[src/rtl/stopwatch_timer.sv]
// stopwatch_timer: BCD mm:ss elapsed-time datapath for the stopwatch.
// A prescaler divides clk down to a 1 s tick. Time freezes on pause and clears on idle.
// Optional lap/freeze display feature: define STOPWATCH_LAP_EN.
module stopwatch_timer #(
    parameter int TICK_DIV = 100_000_000,
    parameter int PRE_W    = 27
) (
    input  logic       clk,
    input  logic       reset,
    input  logic [1:0] state,
    input  logic       enable,
`ifdef STOPWATCH_LAP_EN
    input  logic       lap,
    output logic       lap_hold,
`endif
    output logic [3:0] min_tens,
    output logic [3:0] min_ones,
    output logic [3:0] sec_tens,
    output logic [3:0] sec_ones,
    output logic       sec_tick,
    output logic       rollover
);

    typedef struct packed {
        logic [3:0] mt;
        logic [3:0] mo;
        logic [3:0] st;
        logic [3:0] so;
    } bcd_time_t;

    bcd_time_t        live, live_inc, live_d;
    logic [PRE_W-1:0] pre, pre_d;
    logic             clear, last_cnt, wrap, tick_d, roll_d;

    // idle (00) and illegal (11) both clear the stopwatch
    assign clear    = (state[1] == state[0]);
    assign last_cnt = (pre == PRE_W'(TICK_DIV - 1));

    // BCD ripple increment, each digit carries only when the lower one wraps
    always_comb begin
        live_inc = live;
        wrap     = 1'b0;
        live_inc.so = live.so + 4'd1;
        if (live.so == 4'd9) begin
            live_inc.so = 4'd0;
            live_inc.st = live.st + 4'd1;
            if (live.st == 4'd5) begin
                live_inc.st = 4'd0;
                live_inc.mo = live.mo + 4'd1;
                if (live.mo == 4'd9) begin
                    live_inc.mo = 4'd0;
                    live_inc.mt = live.mt + 4'd1;
                    if (live.mt == 4'd5) begin
                        live_inc.mt = 4'd0;
                        wrap        = 1'b1;
                    end
                end
            end
        end
    end

    // next live time / prescaler: clear beats count, otherwise hold
    always_comb begin
        live_d = live;
        pre_d  = pre;
        tick_d = 1'b0;
        roll_d = 1'b0;
        if (clear) begin
            live_d = '0;
            pre_d  = '0;
        end else if (enable) begin
            if (last_cnt) begin
                pre_d  = '0;
                live_d = live_inc;
                tick_d = 1'b1;
                roll_d = wrap;
            end else begin
                pre_d = pre + PRE_W'(1);
            end
        end
    end

    // live time, prescaler and pulse registers
    always_ff @(posedge clk) begin
        if (reset) begin
            live     <= '0;
            pre      <= '0;
            sec_tick <= 1'b0;
            rollover <= 1'b0;
        end else begin
            live     <= live_d;
            pre      <= pre_d;
            sec_tick <= tick_d;
            rollover <= roll_d;
        end
    end

`ifdef STOPWATCH_LAP_EN
    bcd_time_t lap_time, lap_time_d, disp;
    logic      lap_hold_d;

    // lap toggles the frozen display; capture uses the pre-increment live value
    always_comb begin
        lap_time_d = lap_time;
        lap_hold_d = lap_hold;
        if (clear) begin
            lap_hold_d = 1'b0;
        end else if (lap) begin
            if (!lap_hold) lap_time_d = live;
            lap_hold_d = !lap_hold;
        end
    end

    // lap registers and a registered display mux so digit outputs stay glitch-free
    always_ff @(posedge clk) begin
        if (reset) begin
            lap_time <= '0;
            lap_hold <= 1'b0;
            disp     <= '0;
        end else begin
            lap_time <= lap_time_d;
            lap_hold <= lap_hold_d;
            disp     <= lap_hold_d ? lap_time_d : live_d;
        end
    end

    assign {min_tens, min_ones, sec_tens, sec_ones} = disp;
`else
    assign {min_tens, min_ones, sec_tens, sec_ones} = live;
`endif

endmodule
[config.mk]
export PLATFORM = sky130hd
export DESIGN_NAME = stopwatch_timer
export DESIGN_NICKNAME = d
export VERILOG_FILES = /design/src/rtl/stopwatch_timer.sv
export SDC_FILE = /design/constraint.sdc
export NUM_CORES = 1
export LEC_CHECK = 0
export CAP_MARGIN = 0
export CORE_MARGIN = 2
export CORE_UTILIZATION = 60
export CTS_CLUSTER_SIZE = 25
export DETAILED_ROUTE_END_ITERATION = 8
export PLACE_DENSITY = 0.95
export SYNTH_ARGS = -nofsm -noshare
export SYNTH_HDL_FRONTEND = slang
export SYNTH_SLANG_ARGS = --single-unit
export TNS_END_PERCENT = 1
[constraint.sdc]
create_clock -name clk -period 4.25 [get_ports clk]
set_input_delay 0.85 -clock clk [delete_from_list [all_inputs] [get_ports clk]]
set_output_delay 0.85 -clock clk [all_outputs]
set_load 0.1 [all_outputs]
# Word-level counts from Yosys, hierarchy flattened
# Index checks and enable logic that the tools add are counted.
[classes]
n_reduce_logical = 7
div_mod_pow = 0
eq_ne = 6
add_sub_neg = 5
bitwise_logic = 5
n_mul = 0
order_cmp = 0
mux = 7
shifts = 0
[ops]
columns = ["operator", "count"]
rows = [
  ["$add 27x1->27 const B", 1],
  ["$eq 27x27->1 const B", 1],
  ["$mux 27", 1],
  ["$add 4x1->4 const B", 4],
  ["$mux 4", 4],
  ["$eq 4x3->1 const B", 2],
  ["$eq 4x4->1 const B", 2],
  ["$reduce_or 7->1", 1],
  ["$not 1->1", 5],
  ["$reduce_and 5->1", 1],
  ["$reduce_and 4->1", 1],
  ["$reduce_and 3->1", 1],
  ["$reduce_or 3->1", 1],
  ["$mux 1", 2],
  ["$reduce_and 2->1", 1],
  ["$reduce_or 2->1", 1],
  ["$eq 1x1->1", 1],
]
[word_totals]
ram_bits = 0
ff_bits = 45
latchBits = 0
mem_count = 0
input_bits = 5
word_cells = 37
rom_bits = 0
output_inout_bits = 18

# Longest topological paths before layout
[depth]
ltp_word = 3
depth_mapped = 7
depth_no_buf = 6

# Worst setup path after synthesis
# Ideal clock, no wire load.
[synth_timing]
kind = "reg2reg"
startpoint = "reg live (netlist bit sec_ones[0])"
endpoint = "reg live (netlist bit sec_tens[3])"
synth_period_minus_slack_ps = 2564
arrival_time_ps = 2494
n_path_buf = 0
stages_incl_launch_ff = 6
slack_ps = 1686
path_cell_list = "dfxtp_1 -> nand3_1 -> nor4_1 -> nand3_1 -> or4_1 -> a21oi_1"
[synth_via]
elab_chain_len = 2
[synth_lines]
columns = ["element", "line", "rtl"]
rows = [
  ["from (decl)", "31", "bcd_time_t live, live_inc, live_d;"],
  ["from (signal assigned)", "91", "live <= live_d;"],
  ["$eq 4x4->1", "44", "if (live.so == 4'd9) begin"],
  ["$reduce_and 3->1 (no line)", "n/a", ""],
]
# Every way passes these cells.
# A chain may end at the register's enable or synchronous reset.

# Final worst setup path
[layout_timing]
startpoint = "reg live (netlist bit sec_ones[1])"
endpoint = "out sec_ones[1]"
[layout_lines]
columns = ["element", "line", "rtl"]
rows = [
  ["to (decl)", "19", "output logic [3:0] sec_ones,"],
]
# No word-level cell between the ends.

==> results.py <==
metrics = {
    "run_status": {
        "outcome": "finished, final reports clean",
    },
    "synth": {
        "yosys_register_bits": 45,
        "synth-edff-count": 0,
        "synth_simple_gate_area_frac": 0.350,
        "synth-adder-area-share": 0.00584,
        "synth_top_family_by_area": "simple AND/OR/NAND/NOR gates",
        "synth_area_mm2": 0.00214,
        "synth-compound-area-share": 0.0438,
        "synth_top_flop_cell": "dfxtp_1",
        "syn_inst": 251,
        "seq_area_frac_synth": 0.421,
        "postSynthAreaPerCell_um2": 8.53,
        "yosysUniqueCellTypes": 33,
        "yosys.area_share.xor_xnor": 0.127,
        "yosys_warnings": 0,
        "synthMuxAreaShare": 0.0280,
        "async_flop_share": 0,
        "synth_nets": 257,
    },
    "layout": {
        "fin_util": 0.730,
        "layout_commonest_cell": "dfxtp_1",
        "design_area_mm2": 0.00247,
        "drive_above_1_share": 0.0507,
        "n_fill_cell": 259,
        "layoutNonFillerInstCount": 322,
        "multiInputGateArea_mm2": 0.00119,
        "area_growth_pct": 15.5,
        "n_antenna_cell": 0,
        "final-seq-area_um2": 901,
        "nets": 281,
        "mostFrequentLayoutCells": "45 x dfxtp_1, 43 x nor2_1, 23 x nand2_1",
    },
    "detailed_routing": {
        "via_per_inst": 5.64,
        "postRouteAntennaNets": 0,
        "finalWirelength_um": 4130,
        "vias": 1817,
        "route.detailed.drc": 0,
        "wl_per_cell_um": 12.8,
        "drt_pre_antenna_iters": 4,
        "dr.first_iter.drc_count": 130,
    },
    "cts": {
        "cts_inserted_buffers": 5,
        "post_cts.repair.setup_buffers": 0,
        "cts_buffer_depth": 2,
        "tritoncts": "built",
        "cts-root-buf": "clkbuf_4",
        "cts_hold_buf": 0,
        "cts.reportedPaths.clkPinSlew_ps": 140,
        "cts_resized": 0,
        "cts_htree_levels": 2,
        "cts_sinks": 45,
        "clkLatencyLatePin_ps": 380,
    },
    "grt": {
        "grt_first_pass_wirelength_um": 7460,
        "first_global_vias": 1728,
        "grt_overflow": 0,
        "grt_antenna_before_repair": 0,
        "grt_util_all_layers": 0.231,
        "grt_max_degree": 28,
    },
    "floorplan": {
        "io_pins": 23,
        "die_h_um": 63.8,
        "initial_utilization": 0.632,
        "core-area_mm2": 0.00339,
        "rows": 21,
        "die_w_um": 63.8,
        "dieArea_mm2": 0.00406,
    },
    "timing": {
        "worst_pin_slew_ps": 977,
        "max_freq_mhz": 345,
        "setup-violations-final": 0,
        "holdWs_ps": 494,
        "final.period_utilization": 0.681,
        "skew_ps": 13.4,
        "finalCriticalPeriod_ps": 2900,
        "rsz0062_at_grt": "false",
        "finalMaxSlewViolations": 0,
        "slew_headroom": 0.346,
        "tns_ps": 0,
        "hold_violations": 0,
        "setup_ws_ps": 1350,
    },
    "power_and_ir_drop": {
        "power.total_uw": 680,
        "p_leak_nw": 0.771,
        "powerDensity_mw_per_mm2": 275,
        "ir_drop_v": 0.000293,
    },
    "critical_path": {
        "cpMaxStageDelayCell": "clkdlybuf4s50_1",
        "critical_path.max_stage_delay_ps": 1190,
        "critPathArrivalTime_ps": 2050,
        "cp-end-kind": "primary output",
        "crit_path_cell_trace": "clkdlybuf4s50_1",
        "setup.worst_path.class": "reg2out",
        "start_kind": "register",
        "cp_top_family": "buffers and inverters",
        "cp.required_ps": 3400,
        "worstPathMaxFanout": 9,
        "crit_buf_inv": 1,
    },
    "placed_design": {
        "dp_cells": 314,
        "gp_congestion": 0.782,
        "dp_hpwl_um": 2960,
        "pre_cts_ws_ps": 1180,
        "portBuffers": 22,
        "placed_area_mm2": 0.00240,
    },
    "flow_run": {
        "cap_viol_max_count": 0,
    },
    "hold_path": {
        "min_path_type": "reg2reg",
    },
}
-- state kept, by name, indices dropped and copies added, names as in the netlist --
register and count:
sec_ones 4, sec_tens 4, min_ones 4, rollover 1
sec_tick 1, pre 27, min_tens 4
-- final cells by class --
class / instances / share of cell area
inverter: 8 / 0.0121
multi-input combinational: 192 / 0.480
clock buffer: 7 / 0.0263
clock inverter: 1 / 0.00202
timing repair buffer: 23 / 0.0920
tap: 46 / 0.0233
sequential: 45 / 0.364
-- path summary, 6_finish.rpt --
| kind | end | cells after the start | slack [ps] | startpoint |
|---|---|---|---|---|
| min reg2reg | min_tens[0]$_SDFFE_PP0P_ | 2 | 490 | min_tens[0]$_SDFFE_PP0P_ |
| max | sec_ones[1] | 1 | 1350 | sec_ones[1]$_SDFFE_PP0P_ |
| max reg2reg | pre[5]$_SDFFE_PP0P_ | 5 | 1730 | pre[8]$_SDFFE_PP0P_ |
| min | min_tens[0]$_SDFFE_PP0P_ | 2 | 490 | min_tens[0]$_SDFFE_PP0P_ |
-- Yosys cell counts (all sizes together), types with 2 or more instances --
cell type	number	share of area
and4	5	0.020
a31oi	2	0.0058
o31ai	2	0.0070
nand2	23	0.040
o21ai	3	0.0070
nand4	15	0.044
xor2	12	0.049
nor2b	4	0.012
nand2b	4	0.012
nor3	7	0.016
clkbuf	6	0.011
a21oi	7	0.016
nor4	8	0.030
nor3b	2	0.0070
nand3b	4	0.014
inv	8	0.014
xnor2	19	0.078
and3	2	0.0058
mux2i	6	0.028
nand3	11	0.026
or3	2	0.0058
dfxtp	45	0.42
nor2	43	0.075
or4	4	0.019
-- cell families (layout without fill, tap and decap cells) --
family,Yosys count,in the layout
simple gates,138,138
flops,45,45
xor+xnor,31,31
compound gates,16,16
buf+inv,14,39
mux,6,6
fa+ha+maj,1,1
-- power by group --
part	internal (mW)	switching, mW	leakage [nW]	total [mW]
logic	0.00674	0.0137	0.367	0.0204
registers	0.423	0.000769	0.362	0.423
clock network	0.0960	0.140	0.0413	0.236
total	0.525	0.155	0.771	0.680
-- metal layers --
metal	GRT usage	up-vias	share of wire	routed length (µm)
met2	0.382	35	0.48	2000
met1	0.288	847	0.46	1910
met3	0.0687	5	0.040	165
met5	0	-	0	0
li1	-	930	-	-
met4	0.0761	0	0.012	51
(Power assumes the default switching activity.)
